--- config.mk ---
export PLATFORM = sky130hd
export DESIGN_NAME = heartbeat_tx
export DESIGN_NICKNAME = d
export VERILOG_FILES = /design/src/rtl/heartbeat_tx.sv
export SDC_FILE = /design/constraint.sdc
export NUM_CORES = 1
export LEC_CHECK = 0
export ABC_AREA = 1
export CAP_MARGIN = 40
export CELL_PAD_IN_SITES_DETAIL_PLACEMENT = 0
export CELL_PAD_IN_SITES_GLOBAL_PLACEMENT = 1
export CORE_MARGIN = 2
export CORE_UTILIZATION = 43
export CTS_BUF_LIST = sky130_fd_sc_hd__clkbuf_8 sky130_fd_sc_hd__clkbuf_16
export DETAILED_ROUTE_END_ITERATION = 7
export HOLD_SLACK_MARGIN = 0.08
export PLACE_DENSITY_LB_ADDON = 0.05
export SLEW_MARGIN = 0
export SYNTH_ARGS = -nofsm -noshare
export SYNTH_HDL_FRONTEND = slang
export SYNTH_SLANG_ARGS = --single-unit
export TNS_END_PERCENT = 5
--- constraint.sdc ---
create_clock -name clk -period 2.1 [get_ports clk]
set_input_delay 0.42 -clock clk [delete_from_list [all_inputs] [get_ports clk]]
set_output_delay 0.42 -clock clk [all_outputs]
set_load 0.01 [all_outputs]
--- src/rtl/heartbeat_tx.sv ---
// Manchester heartbeat transmitter. It sends a free-running frame counter MSB first as SYNC, DATA, optional PARITY, then GAP.
// Define HEARTBEAT_PARITY_EN to add an even-parity bit after the data.
module heartbeat_tx #(
  parameter int unsigned WIDTH    = 8,
  parameter int unsigned DIV      = 1,
  parameter int unsigned GAP      = 2,
  parameter int unsigned POLARITY = 0
) (
  input  logic             clk,
  input  logic             rst_n,
  input  logic             ena,
  output logic             signal,
  output logic             frame_start,
  output logic             busy,
  output logic [WIDTH-1:0] count
);

  localparam int unsigned DIV_W    = (DIV > 1) ? $clog2(DIV) : 1;
  localparam int unsigned IDX_W    = $clog2(WIDTH);
  localparam int unsigned HB_W     = 5;
  localparam int unsigned DIV_LAST = DIV - 1;
  localparam int unsigned GAP_LAST = (GAP > 0) ? (2 * GAP - 1) : 0;
  localparam logic        POL      = 1'(POLARITY);

  typedef enum logic [2:0] {
    S_IDLE   = 3'd0,
    S_SYNC   = 3'd1,
    S_DATA   = 3'd2,
    S_PARITY = 3'd3,
    S_GAP    = 3'd4
  } state_t;

  localparam state_t AFTER_TX = (GAP > 0) ? S_GAP : S_IDLE;

  state_t             state_q, state_d;
  logic [DIV_W-1:0]   div_q, div_d;
  logic [IDX_W-1:0]   idx_q, idx_d;
  logic [HB_W-1:0]    hb_q, hb_d;
  logic [WIDTH-1:0]   count_q, count_d;
  logic               tick;
  logic               signal_d, frame_start_d, busy_d;

  // State and registered outputs
  always_ff @(posedge clk or negedge rst_n) begin
    if (!rst_n) begin
      state_q     <= S_IDLE;
      div_q       <= '0;
      idx_q       <= IDX_W'(WIDTH - 1);
      hb_q        <= '0;
      count_q     <= '0;
      signal      <= 1'b0;
      frame_start <= 1'b0;
      busy        <= 1'b0;
    end else begin
      state_q     <= state_d;
      div_q       <= div_d;
      idx_q       <= idx_d;
      hb_q        <= hb_d;
      count_q     <= count_d;
      signal      <= signal_d;
      frame_start <= frame_start_d;
      busy        <= busy_d;
    end
  end

  // Next-state: half-bit sequencing, divider and counter update
  always_comb begin
    state_d = state_q;
    div_d   = div_q;
    idx_d   = idx_q;
    hb_d    = hb_q;
    count_d = count_q;
    tick    = (div_q == DIV_W'(DIV_LAST));
    if (state_q == S_IDLE) begin
      div_d = '0;
      hb_d  = '0;
      idx_d = IDX_W'(WIDTH - 1);
      if (ena) state_d = S_SYNC;
    end else begin
      div_d = tick ? '0 : div_q + 1'b1;
      if (tick) begin
        hb_d = hb_q + 1'b1;
        case (state_q)
          S_SYNC: begin
            if (hb_q == HB_W'(3)) begin
              state_d = S_DATA;
              hb_d    = '0;
            end
          end
          S_DATA: begin
            if (hb_q[0]) begin
              hb_d = '0;
              if (idx_q == '0) begin
`ifdef HEARTBEAT_PARITY_EN
                state_d = S_PARITY;
`else
                state_d = AFTER_TX;
                count_d = count_q + 1'b1;
                idx_d   = IDX_W'(WIDTH - 1);
`endif
              end else begin
                idx_d = idx_q - 1'b1;
              end
            end
          end
`ifdef HEARTBEAT_PARITY_EN
          S_PARITY: begin
            if (hb_q[0]) begin
              hb_d    = '0;
              state_d = AFTER_TX;
              count_d = count_q + 1'b1;
              idx_d   = IDX_W'(WIDTH - 1);
            end
          end
`endif
          S_GAP: begin
            if (hb_q == HB_W'(GAP_LAST)) begin
              state_d = S_IDLE;
              hb_d    = '0;
            end
          end
          default: begin
            state_d = S_IDLE;
            hb_d    = '0;
          end
        endcase
      end
    end
  end

  // Output levels for the half-bit being entered; polarity never touches idle/gap
  always_comb begin
    signal_d      = 1'b0;
    frame_start_d = (state_q == S_IDLE) && ena;
    busy_d        = (state_d != S_IDLE);
    case (state_d)
      S_SYNC:   signal_d = ~hb_d[1] ^ POL;
      S_DATA:   signal_d = count_q[idx_d] ^ hb_d[0] ^ POL;
`ifdef HEARTBEAT_PARITY_EN
      S_PARITY: signal_d = (^count_q) ^ hb_d[0] ^ POL;
`endif
      default:  signal_d = 1'b0;
    endcase
  end

  assign count = count_q;

endmodule

Yosys cells after proc, flatten, opt, wreduce, memory -nomap -nowiden
Cells that the tools add are included.

Add/subtract/negate cells: 4. $mul: 0. Divide/modulo/power cells: 0. Order comparisons: 1. Equality and inequality tests: 7. Shifts and indexed selects: 0. Multiplexer cells: 23. Bitwise gates (word level): 4. Reductions and logical operators: 6.

Operator list (count): $mux 3 (12); $mux 5 (4); $pmux 5 s2 (1); $pmux 3 s3 (1); $add 8x1->8 const B (1); $eq 3x1->1 const B (2); $eq 3x2->1 const B (2); $logic_not 3->1 (2); $add 5x1->5 const B (1); $eq 5x2->1 const B (1); $reduce_and 5->1 (1); $lt 3x4->1 const B (1); $bmux 1 s3 (1); $eq 3x3->1 const B (1); $mux 1 (3); $not 1->1 (3); $reduce_bool 3->1 (1); $sub 3x1->3 const B (1); $ne 2x1->1 const B (1); $pmux 1 s2 (1); $reduce_or 2->1 (1); $add 1x1->1 const B (1); $logic_and 1x1->1 (1); $xor 1x1->1 (1).

Bits in registers: 23. Bits in latches: 0. RAM bits: 0. ROM bits: 0. Input port bits: 3. Output and inout port bits: 11. Word-level logic and storage cells: 54. Memories kept: 0.

Logic depth before layout (Yosys ltp)
Gate-level depths: netlist of run 1.

Depth after elaboration: 10. Gate-level depth with buffers: 13. Gate-level depth less buffers: 13.

Worst setup path after synthesis of run 1
OpenSTA, ideal clock, no wires.

Kind: reg-to-reg. Start point: reg idx_q[0]. End point: reg signal. Setup time: 121 ps. Arrival: 1585 ps. Data required time: 1979 ps. Slack: 394 ps. Cell stages (with the launch flop): 12. Buffers on the path: 0. Clock period less this slack: 1706 ps. Cells stage by stage: dfstp_2 -> inv_1 -> ha_1 -> nand3_4 -> nor2_8 -> nor2_4 -> nand3_2 -> nand3b_1 -> nand2_1 -> nand2_1 -> nand3_1 -> nand2_1.

Cells in the longest elaborated chain, start to end: 10. Elaborated cells on any way between the ends: 18. Classes of those cells: add/sub: 1; eq/ne: 2; mux: 13; bitwise: 1; reduce/logical: 1.

Ends and longest elaborated chain: start, declared (line 37) `logic [IDX_W-1:0] idx_q, idx_d;`; start signal, assigned (line 48) `idx_q <= IDX_W'(WIDTH - 1);`; start signal, assigned (line 57) `idx_q <= idx_d;`; $sub 3x1->3 / $logic_not 3->1 (equally long branches) (line 102, 93); $mux 3 * (line 93) `if (idx_q == '0) begin`; $mux 3 * (line 91) `if (hb_q[0]) begin`; $mux 3 * (line 83) `case (state_q)`; $mux 3 * (line 81) `if (tick) begin`; $mux 3 * (line 74) `if (state_q == S_IDLE) begin`; named net idx_d[2] (line 37); $bmux 1 s3 * (line 138) `S_DATA: signal_d = count_q[idx_d] ^ hb_d[0] ^ POL;`; $mux 1 (implied by the code) * (line 138); $xor 1x1->1 * (line 138); $pmux 1 s2 * (line 136) `case (state_d)`; named net signal_d (line 41) `logic signal_d, frame_start_d, busy_d;`; end signal, assigned (line 60) `signal <= signal_d;`; end, declared (line 12) `output logic signal,`.

The timed path passes the listed nets; every way through them passes the cells marked *. The select of a mux whose other input is x is not followed. A chain may end at the register's enable or synchronous reset.

Worst setup path after layout of run 1
Start point: reg idx_q[0]. End point: reg signal.

Cells in the longest elaborated chain, start to end: 10. Elaborated cells on any way between the ends: 18. Classes of those cells: add/sub: 1; eq/ne: 2; mux: 13; bitwise: 1; reduce/logical: 1.

Ends and longest elaborated chain (line): $sub 3x1->3 / $logic_not 3->1 (equally long branches) (102, 93); $mux 3 (93); $mux 3 (91); $mux 3 (83); $mux 3 * (81); $mux 3 * (74); named net idx_d[0] (37); $bmux 1 s3 * (138); $mux 1 (implied by the code) * (138); $xor 1x1->1 * (138); $pmux 1 s2 * (136); named net signal_d (41).

Marked as above.

==> run summary, run 1 <==
status - complete, no violations
CTS Root Cell - clkbuf_8
Fmax achieved - 0.531 GHz
chip width - 58.2 um
clock-pin slew on the worst setup and hold paths - 0.08 ns
Placeable Area - 2780 sq um
Die Y-Extent - 58.2 um
Slew Limit Fails - 0
final setup fails - 0
cts repair resizes - 0
via count of the first global-routing pass - 920
DRT iter0 DRCs - 44
Ports - 14
DP HPWL - 1870 um
DR pass1 iterations - 4
die area - 3390 sq um
global route total overflow - 0
CP Launch Type - flip-flop
Routed WL - 2390 um
vias per inst - 5.22
HP Class - input port to asynchronous set/reset pin
Post-synth EDFFs - 0
critical path peak fanout - 7
worst r2r dst - signal
Synth Register Bits - 22
hold_buf cts - 0
worst-case vdd ir drop - 759 uV
RSZ-0062 raised after global routing - no
first-pass GRT wire length - 4220 um
Total GRT Usage - 16.5%
Worst-Skew Late Latency - 0.26 ns
Worst Setup SP - idx_q[0]
Slew HR - 71.7%
library cells used by synthesis - 31
routed length per instance - 13.4 um
Syn Inst Count - 128
Fin Setup TNS - 0 ns
FFs w/ async S/R, synth - 100%
Syn-to-layout area delta - 18.6%
Num CTS Buffers - 3
TritonCTS clock tree - done
Crit Path Category - flip-flop to flip-flop
Routed Antenna Nets - 0
share of cells above drive strength 1 - 21.8%
Syn Std Cell Area - 1260 sq um
part of the Yosys area used for sequential elements - 43.9%
max_cap viols - 0
setup slack, reg-to-reg - 0.22 ns
Tmin final - 1.88 ns
clock skew - 0.00364 ns
Cell Count, Final, Fillers Out - 178
post-synth net total - 136
H-tree levels - 1
final hold vios - 0
Rows - 19
Critical Path RT - 2.25 ns
vias after detailed routing - 930
worst r2r src - idx_q[0]
R2R cell count - 12
Leakage - 0.744 nW
# fillers - 261
Initial Utilization - 45.4%
Clock Sinks - 22
fin crit share - 89.7%
Placed Cells - 174
input/output buffers - 13
pwr/cell area - 985 nW/um^2
ys flop type - dfrtp_1
Post-Syn Area per Cell - 9.86 sq um
Worst Max-Slew Pin Slew - 0.421 ns
crit path DAT - 2.03 ns
synthesis warning total - 0
Layout Nets - 156
# Post-CTS Setup Buffers - 0
initial antenna violation count - 0
DRC violations left - 0
clk buf depth - 2
Worst setup EP type - flip-flop
Ant. Diodes - 0
Final GP Congestion - 0.780
largest net degree at the start of global routing - 23
sequential cells by signal, indices dropped and copies added (netlist names):
signal	count
signal	1
state_q	3
frame_start	1
hb_q	5
count	8
idx_q	3
busy	1
layer usage:
| metal | wire length [um] | vias to the layer above | track usage [%] |
|---|---|---|---|
| met5 | 0 | - | 0 |
| met4 | 33 | 0 | 6.31 |
| met3 | 66 | 4 | 3.13 |
| met2 | 1100 | 13 | 24.8 |
| met1 | 1190 | 455 | 23.5 |
| li1 | - | 458 | - |
kinds of logic (layout without fill, tap and decap cells):
logic type               Yosys count  count (layout)  share of synthesized area [%]
XOR/XNOR                          10              10                           6.94
multiplexers                       1               1                          0.892
adder cells (fa/ha/maj)            5               5                           4.96
flip-flops                        22              22                           43.9
AND/OR/NAND/NOR                   60              60                           31.5
buffers and inverters             20              39                           6.54
AO/OA/AOI/OAI                     10              10                           5.25
layout make-up:
cell class | count | area (sq um) | area share [%]
Multi-Input combinational cell | 86 | 626 | 41.8
Tap cell | 31 | 38.8 | 2.59
Clock buffer | 4 | 55.1 | 3.68
Sequential cell | 22 | 554 | 37.0
Timing Repair Buffer | 16 | 153 | 10.2
Inverter | 19 | 71.3 | 4.76
worst max path at each step:
stage,endpoint
after floorplan,signal
after global placement,signal
after detailed placement,signal
after CTS,signal
after global routing,signal
final,signal
power by group:
part	leakage (nW)	internal, mW	total (mW)	switching, mW
registers	0.280	0.506	0.580	0.0744
clock network	0.0288	0.167	0.298	0.131
logic	0.436	0.229	0.597	0.368
metrics by stage:
stage / instance area [sq um] / setup slack [ns] / utilization, % / total power, mW / hold WS (ns)
after floorplan: 1260 / 0.394 / - / 1.00 / 0.124
after global placement: 1440 / 0.286 / 51.9 / 1.18 / 0.493
after detailed placement: 1440 / 0.222 / 51.9 / 1.19 / 0.517
after CTS: 1500 / 0.202 / 53.8 / 1.49 / 0.505
after global routing: 1500 / 0.00320 / 53.8 / 1.59 / 0.513
final: 1500 / 0.217 / 53.8 / 1.48 / 0.495
worst max-delay path: stages, from the launching register on:
cell	delay (ns)
dfstp_2	0.55
inv_1	0.07
ha_1	0.23
nand3_4	0.13
nor2_8	0.07
nor2_4	0.18
nand2_4	0.09
nand2_1	0.06
nand3_1	0.08
nand3_1	0.11
nand3_1	0.08
nand3_1	0.08
nand2_1	0.05
layout by cell type (no fill, tap or decap), drive strengths merged, types with 2 or more instances in the layout:
master | netlist | routed
a21oi | 2 | 2
buf | 1 | 3
clkbuf | 0 | 4
clkdlybuf4s50 | 0 | 13
dfrtp | 19 | 19
dfstp | 3 | 3
ha | 5 | 5
inv | 19 | 19
nand2 | 22 | 22
nand3 | 20 | 20
nand3b | 2 | 2
nand4 | 4 | 4
nor2 | 10 | 10
o21ai | 6 | 6
xnor2 | 3 | 3
xor2 | 7 | 7
synthesized netlist by cell type, drive strengths merged, types with 2 or more instances:
library cell	count	share of area, %
nor2	10	5.6
ha	5	5.0
nand3b	2	2.2
dfstp	3	6.2
a21oi	2	0.79
xor2	7	4.9
xnor2	3	2.1
nand3	20	11
inv	19	5.6
nand4	4	3.0
o21ai	6	3.3
nand2	22	8.5
dfrtp	19	38
Note: power is estimated with default switching activity, not from simulation.
==> run 2: changes to the inputs <==
--- a/config.mk
+++ b/config.mk
@@ -10,7 +10,7 @@
 export CELL_PAD_IN_SITES_DETAIL_PLACEMENT = 0
 export CELL_PAD_IN_SITES_GLOBAL_PLACEMENT = 1
 export CORE_MARGIN = 2
-export CORE_UTILIZATION = 43
+export CORE_UTILIZATION = 35
 export CTS_BUF_LIST = sky130_fd_sc_hd__clkbuf_8 sky130_fd_sc_hd__clkbuf_16
 export DETAILED_ROUTE_END_ITERATION = 7
 export HOLD_SLACK_MARGIN = 0.08
==> run summary, run 2 (synthesis results as in run 1) <==
first-pass GRT wire length - 4600 um
cts repair resizes - 0
delay-heaviest family, CP - simple AND/OR/NAND/NOR gates
Worst setup EP type - flip-flop
Worst-Skew Late Latency - 0.26 ns
CP Launch Type - flip-flop
TritonCTS clock tree - done
routed length per instance - 13.5 um
Slew Limit Fails - 0
global route total overflow - 0
clk buf depth - 2
initial antenna violation count - 0
post-layout util - 44.5%
clock-pin slew on the worst setup and hold paths - 0.08 ns
NetSw - 0.574 mW
Fmax achieved - 0.534 GHz
Final WS setup - 0.227 ns
Net Sw Frac - 39.3%
# fillers - 342
RSZ-0062 raised after global routing - no
Cell Count, Final, Fillers Out - 192
via count of the first global-routing pass - 976
Routed WL - 2600 um
DP HPWL - 2100 um
hold_buf cts - 0
Placed Area - 1450 sq um
CTS Root Cell - clkbuf_8
fin area - 1510 sq um
Pint - 0.885 mW
Largest register FFs - 8
die area - 4100 sq um
Setup WS pre-CTS - 0.234 ns
Rows - 21
input/output buffers - 13
HP Class - input port to asynchronous set/reset pin
critical path peak fanout - 7
Layout Nets - 155
CP max stage cell - dfstp_2
Comb pwr share - 39.7%
Ant. Diodes - 0
fin crit share - 89.2%
largest net degree at the start of global routing - 14
Crit Path Category - flip-flop to flip-flop
Clock Sinks - 22
vias after detailed routing - 924
max_cap viols - 0
Fin Setup TNS - 0 ns
final hold slack - 0.470 ns
worst r2r src - idx_q[0]
Placeable Area - 3390 sq um
H-tree levels - 1
Final GP Congestion - 0.756
Total GRT Usage - 14.8%
Worst Path Buf+Inv - 1
Initial Utilization - 37.2%
chip width - 64.1 um
Syn-to-layout area delta - 19.5%
Num CTS Buffers - 3
most common cell after layout, fill and taps aside - dfrtp_1
clock group share of total power - 20.9%
Worst Setup SP - idx_q[0]
pwr/cell area - 967 nW/um^2
DRC violations left - 0
clock skew - 0.00366 ns
Tmin final - 1.87 ns
final setup fails - 0
sequential power share - 39.3%
# Post-CTS Setup Buffers - 0
DR pass1 iterations - 4
cell chain of the critical path - inv_1 > ha_1 > nand3_4 > nor2_8 > nor2_4 > nand2_4 > nand2_1 > nand3_1 > nand3_1 > nand3_1 > nand3_1 > nand2_1
Routed Antenna Nets - 0
vias per inst - 4.81
Ports - 14
worst-case vdd ir drop - 394 uV
status - complete, no violations
Critical Path RT - 2.25 ns
share of cells above drive strength 1 - 21.2%
DRT iter0 DRCs - 29
crit path DAT - 2.03 ns
Leakage - 0.740 nW
Slew HR - 68.9%
commonest non-fill, non-tap cells in the layout - dfrtp_1, nand2_1, nand3_1
Power Total - 1.46 mW
Placed Cells - 188
Die Y-Extent - 64.1 um
Crit path top cell by count - nand3_1
final hold vios - 0
Worst Max-Slew Pin Slew - 0.465 ns
CP peak stage delay - 0.55 ns
-- run 2: cell types whose count changed in the layout (fill, tap and decap cells not counted), sizes merged --
cell	delta
buf	-1
-- run 2: final timing paths --
| path | slack (ns) | cells after the start | endpoint |
|---|---|---|---|
| max | 0.23 | 12 | signal |
| min | 0.47 | 1 | count[3] |
| max reg2reg | 0.23 | 12 | signal |
| min reg2reg | 0.49 | 1 | count[7] |
| max in group asynchronous | 1.09 | 2 | hb_q[1] |
| min in group clk | 0.49 | 1 | count[7] |
-- run 2: per-layer routing --
layer  track usage, %  vias up  routed length [um]
li1                 -      454                   -
met1             17.7      454                1140
met2             26.3       11                1360
met3             2.29        5                  62
met4             5.71        0                  44
met5                0        -                   0
-- run 2: area by class of cell --
| cell class | instances | area [sq um] | area share [%] |
|---|---|---|---|
| Clock buffer | 4 | 55.1 | 3.65 |
| Inverter | 19 | 71.3 | 4.73 |
| Multi-Input combinational cell | 86 | 626 | 41.5 |
| Sequential cell | 22 | 554 | 36.7 |
| Tap cell | 46 | 57.6 | 3.81 |
| Timing Repair Buffer | 15 | 145 | 9.62 |
-- run 2: power groups by stage --
| stage | sequential [mW] | combinational [mW] | clock (mW) |
|---|---|---|---|
| global route | 0.585 | 0.657 | 0.341 |
| detailed placement | 0.585 | 0.590 | 0 |
| CTS | 0.577 | 0.593 | 0.316 |
| finish | 0.574 | 0.580 | 0.305 |
| global placement | 0.581 | 0.592 | 0 |
| floorplan | 0.587 | 0.414 | 0 |
==> run 3: changes to the inputs <==
--- a/config.mk
+++ b/config.mk
@@ -9,11 +9,11 @@
 export CAP_MARGIN = 40
 export CELL_PAD_IN_SITES_DETAIL_PLACEMENT = 0
 export CELL_PAD_IN_SITES_GLOBAL_PLACEMENT = 1
-export CORE_MARGIN = 2
+export CORE_MARGIN = 10
 export CORE_UTILIZATION = 35
 export CTS_BUF_LIST = sky130_fd_sc_hd__clkbuf_8 sky130_fd_sc_hd__clkbuf_16
 export DETAILED_ROUTE_END_ITERATION = 7
-export HOLD_SLACK_MARGIN = 0.08
+export HOLD_SLACK_MARGIN = 0.1
 export PLACE_DENSITY_LB_ADDON = 0.05
 export SLEW_MARGIN = 0
 export SYNTH_ARGS = -nofsm -noshare
==> run summary, run 3 (synthesis results as in run 1) <==
routed length per instance - 13.6 um
final hold vios - 0
Clock Sinks - 22
share of cells above drive strength 1 - 21.2%
Total GRT Usage - 9.12%
Net Sw Frac - 39.8%
Comb pwr share - 39.2%
fin crit share - 88.1%
clock group share of total power - 21.5%
clock-pin slew on the worst setup and hold paths - 0.09 ns
Worst-Skew Late Latency - 0.27 ns
Power Total - 1.47 mW
Rows - 21
Layout Nets - 155
Crit path top cell by count - nand3_1
crit path DAT - 2.01 ns
DR pass1 iterations - 4
CP peak stage delay - 0.54 ns
pwr/cell area - 974 nW/um^2
Fmax achieved - 0.540 GHz
commonest non-fill, non-tap cells in the layout - dfrtp_1, nand2_1, nand3_1
storage element area - 554 sq um
NetSw - 0.586 mW
Crit Path Category - flip-flop to flip-flop
DRC violations left - 0
worst r2r dst - signal
Worst Max-Slew Pin Slew - 0.476 ns
chip width - 80.1 um
Num CTS Buffers - 3
first-pass GRT wire length - 4620 um
R2R cell count - 12
max_cap viols - 0
Slew HR - 68.0%
via count of the first global-routing pass - 934
status - complete, no violations
Initial Utilization - 37.0%
Worst setup EP type - flip-flop
die area - 6410 sq um
Leakage - 0.740 nW
Tmin final - 1.85 ns
most common cell after layout, fill and taps aside - dfrtp_1
cts repair resizes - 0
initial antenna violation count - 0
Pint - 0.884 mW
setup slack, reg-to-reg - 0.25 ns
worst-case vdd ir drop - 608 uV
vias per inst - 4.65
CTS Root Cell - clkbuf_8
TritonCTS clock tree - done
Fin Setup TNS - 0 ns
Syn-to-layout area delta - 19.5%
Ports - 14
DRT iter0 DRCs - 56
# Post-CTS Setup Buffers - 0
# fillers - 331
hold_buf cts - 0
worst r2r src - idx_q[0]
Final GP Congestion - 0.740
CP max stage cell - dfstp_2
Routed Antenna Nets - 0
final setup fails - 0
critical path peak fanout - 7
clock skew - 0.00487 ns
CP Launch Type - flip-flop
H-tree levels - 1
sequential power share - 39.2%
Die Y-Extent - 80.1 um
RSZ-0062 raised after global routing - no
Routed WL - 2620 um
vias after detailed routing - 892
DP HPWL - 2100 um
clk buf depth - 2
input/output buffers - 13
Placeable Area - 3420 sq um
post-layout util - 44.2%
Largest register FFs - 8
Slew Limit Fails - 0
HP Class - input port to asynchronous set/reset pin
global route total overflow - 0
multi-input logic area - 626 sq um
Ant. Diodes - 0
Critical Path RT - 2.26 ns
largest net degree at the start of global routing - 23
cell chain of the critical path - inv_1 > ha_1 > nand3_4 > nor2_8 > nor2_4 > nand2_4 > nand2_1 > nand3_1 > nand3b_1 > nand3_1 > nand3_1 > nand2_1
## run 3: cell counts in the layout (fill, tap and decap cells not counted)
No cell type changed its count.
## run 3: how the worst max path moves through the flow
stage / start / to / depth (start not counted)
6_report: idx_q[0] / signal / 12
5_1_grt: idx_q[0] / signal / 12
4_1_cts: idx_q[0] / signal / 12
3_5_place_dp: idx_q[0] / signal / 12
3_3_place_gp: idx_q[0] / signal / 12
2_1_floorplan: idx_q[0] / signal / 11
## run 3: per-layer routing
layer	track usage, %	share of wire (%)	wire length [um]	vias up
met1	12.1	50	1300	420
met3	2.67	4.7	122	2
li1	-	-	-	457
met4	3.70	0.53	14	0
met2	13.4	45	1180	13
met5	0	0	0	-
## run 3: power by group through the flow
stage	logic [mW]	registers (mW)	clock network [mW]
CTS	0.592	0.578	0.326
global route	0.656	0.589	0.339
finish	0.577	0.577	0.316
global placement	0.587	0.584	0
detailed placement	0.590	0.586	0
floorplan	0.414	0.587	0
## run 3: critical path: cells and delay by family (launching register included)
| kind | cells | cell delay (ns) |
|---|---|---|
| adders and majority gates | 1 | 0.24 |
| DFF | 1 | 0.54 |
| buffers and inverters | 1 | 0.07 |
| and+or+nand+nor | 10 | 0.90 |
## run 3: through the flow
stage          instances  instance area [sq um]  worst slack (ns)  hold slack (ns)
2_1_floorplan        128                   1260             0.394            0.124
3_3_place_gp         188                   1450             0.279            0.486
3_5_place_dp         188                   1450             0.247            0.497
4_1_cts              192                   1510             0.226            0.500
5_1_grt              192                   1510            0.0673            0.523
6_report             192                   1510             0.249            0.495
## run 3: cell type report
| type | count | share of cell area, % |
|---|---|---|
| timing repair buffer | 15 | 9.62 |
| inverter | 19 | 4.73 |
| tap | 46 | 3.81 |
| sequential | 22 | 36.7 |
| multi-input combinational | 86 | 41.5 |
| clock buffer | 4 | 3.65 |
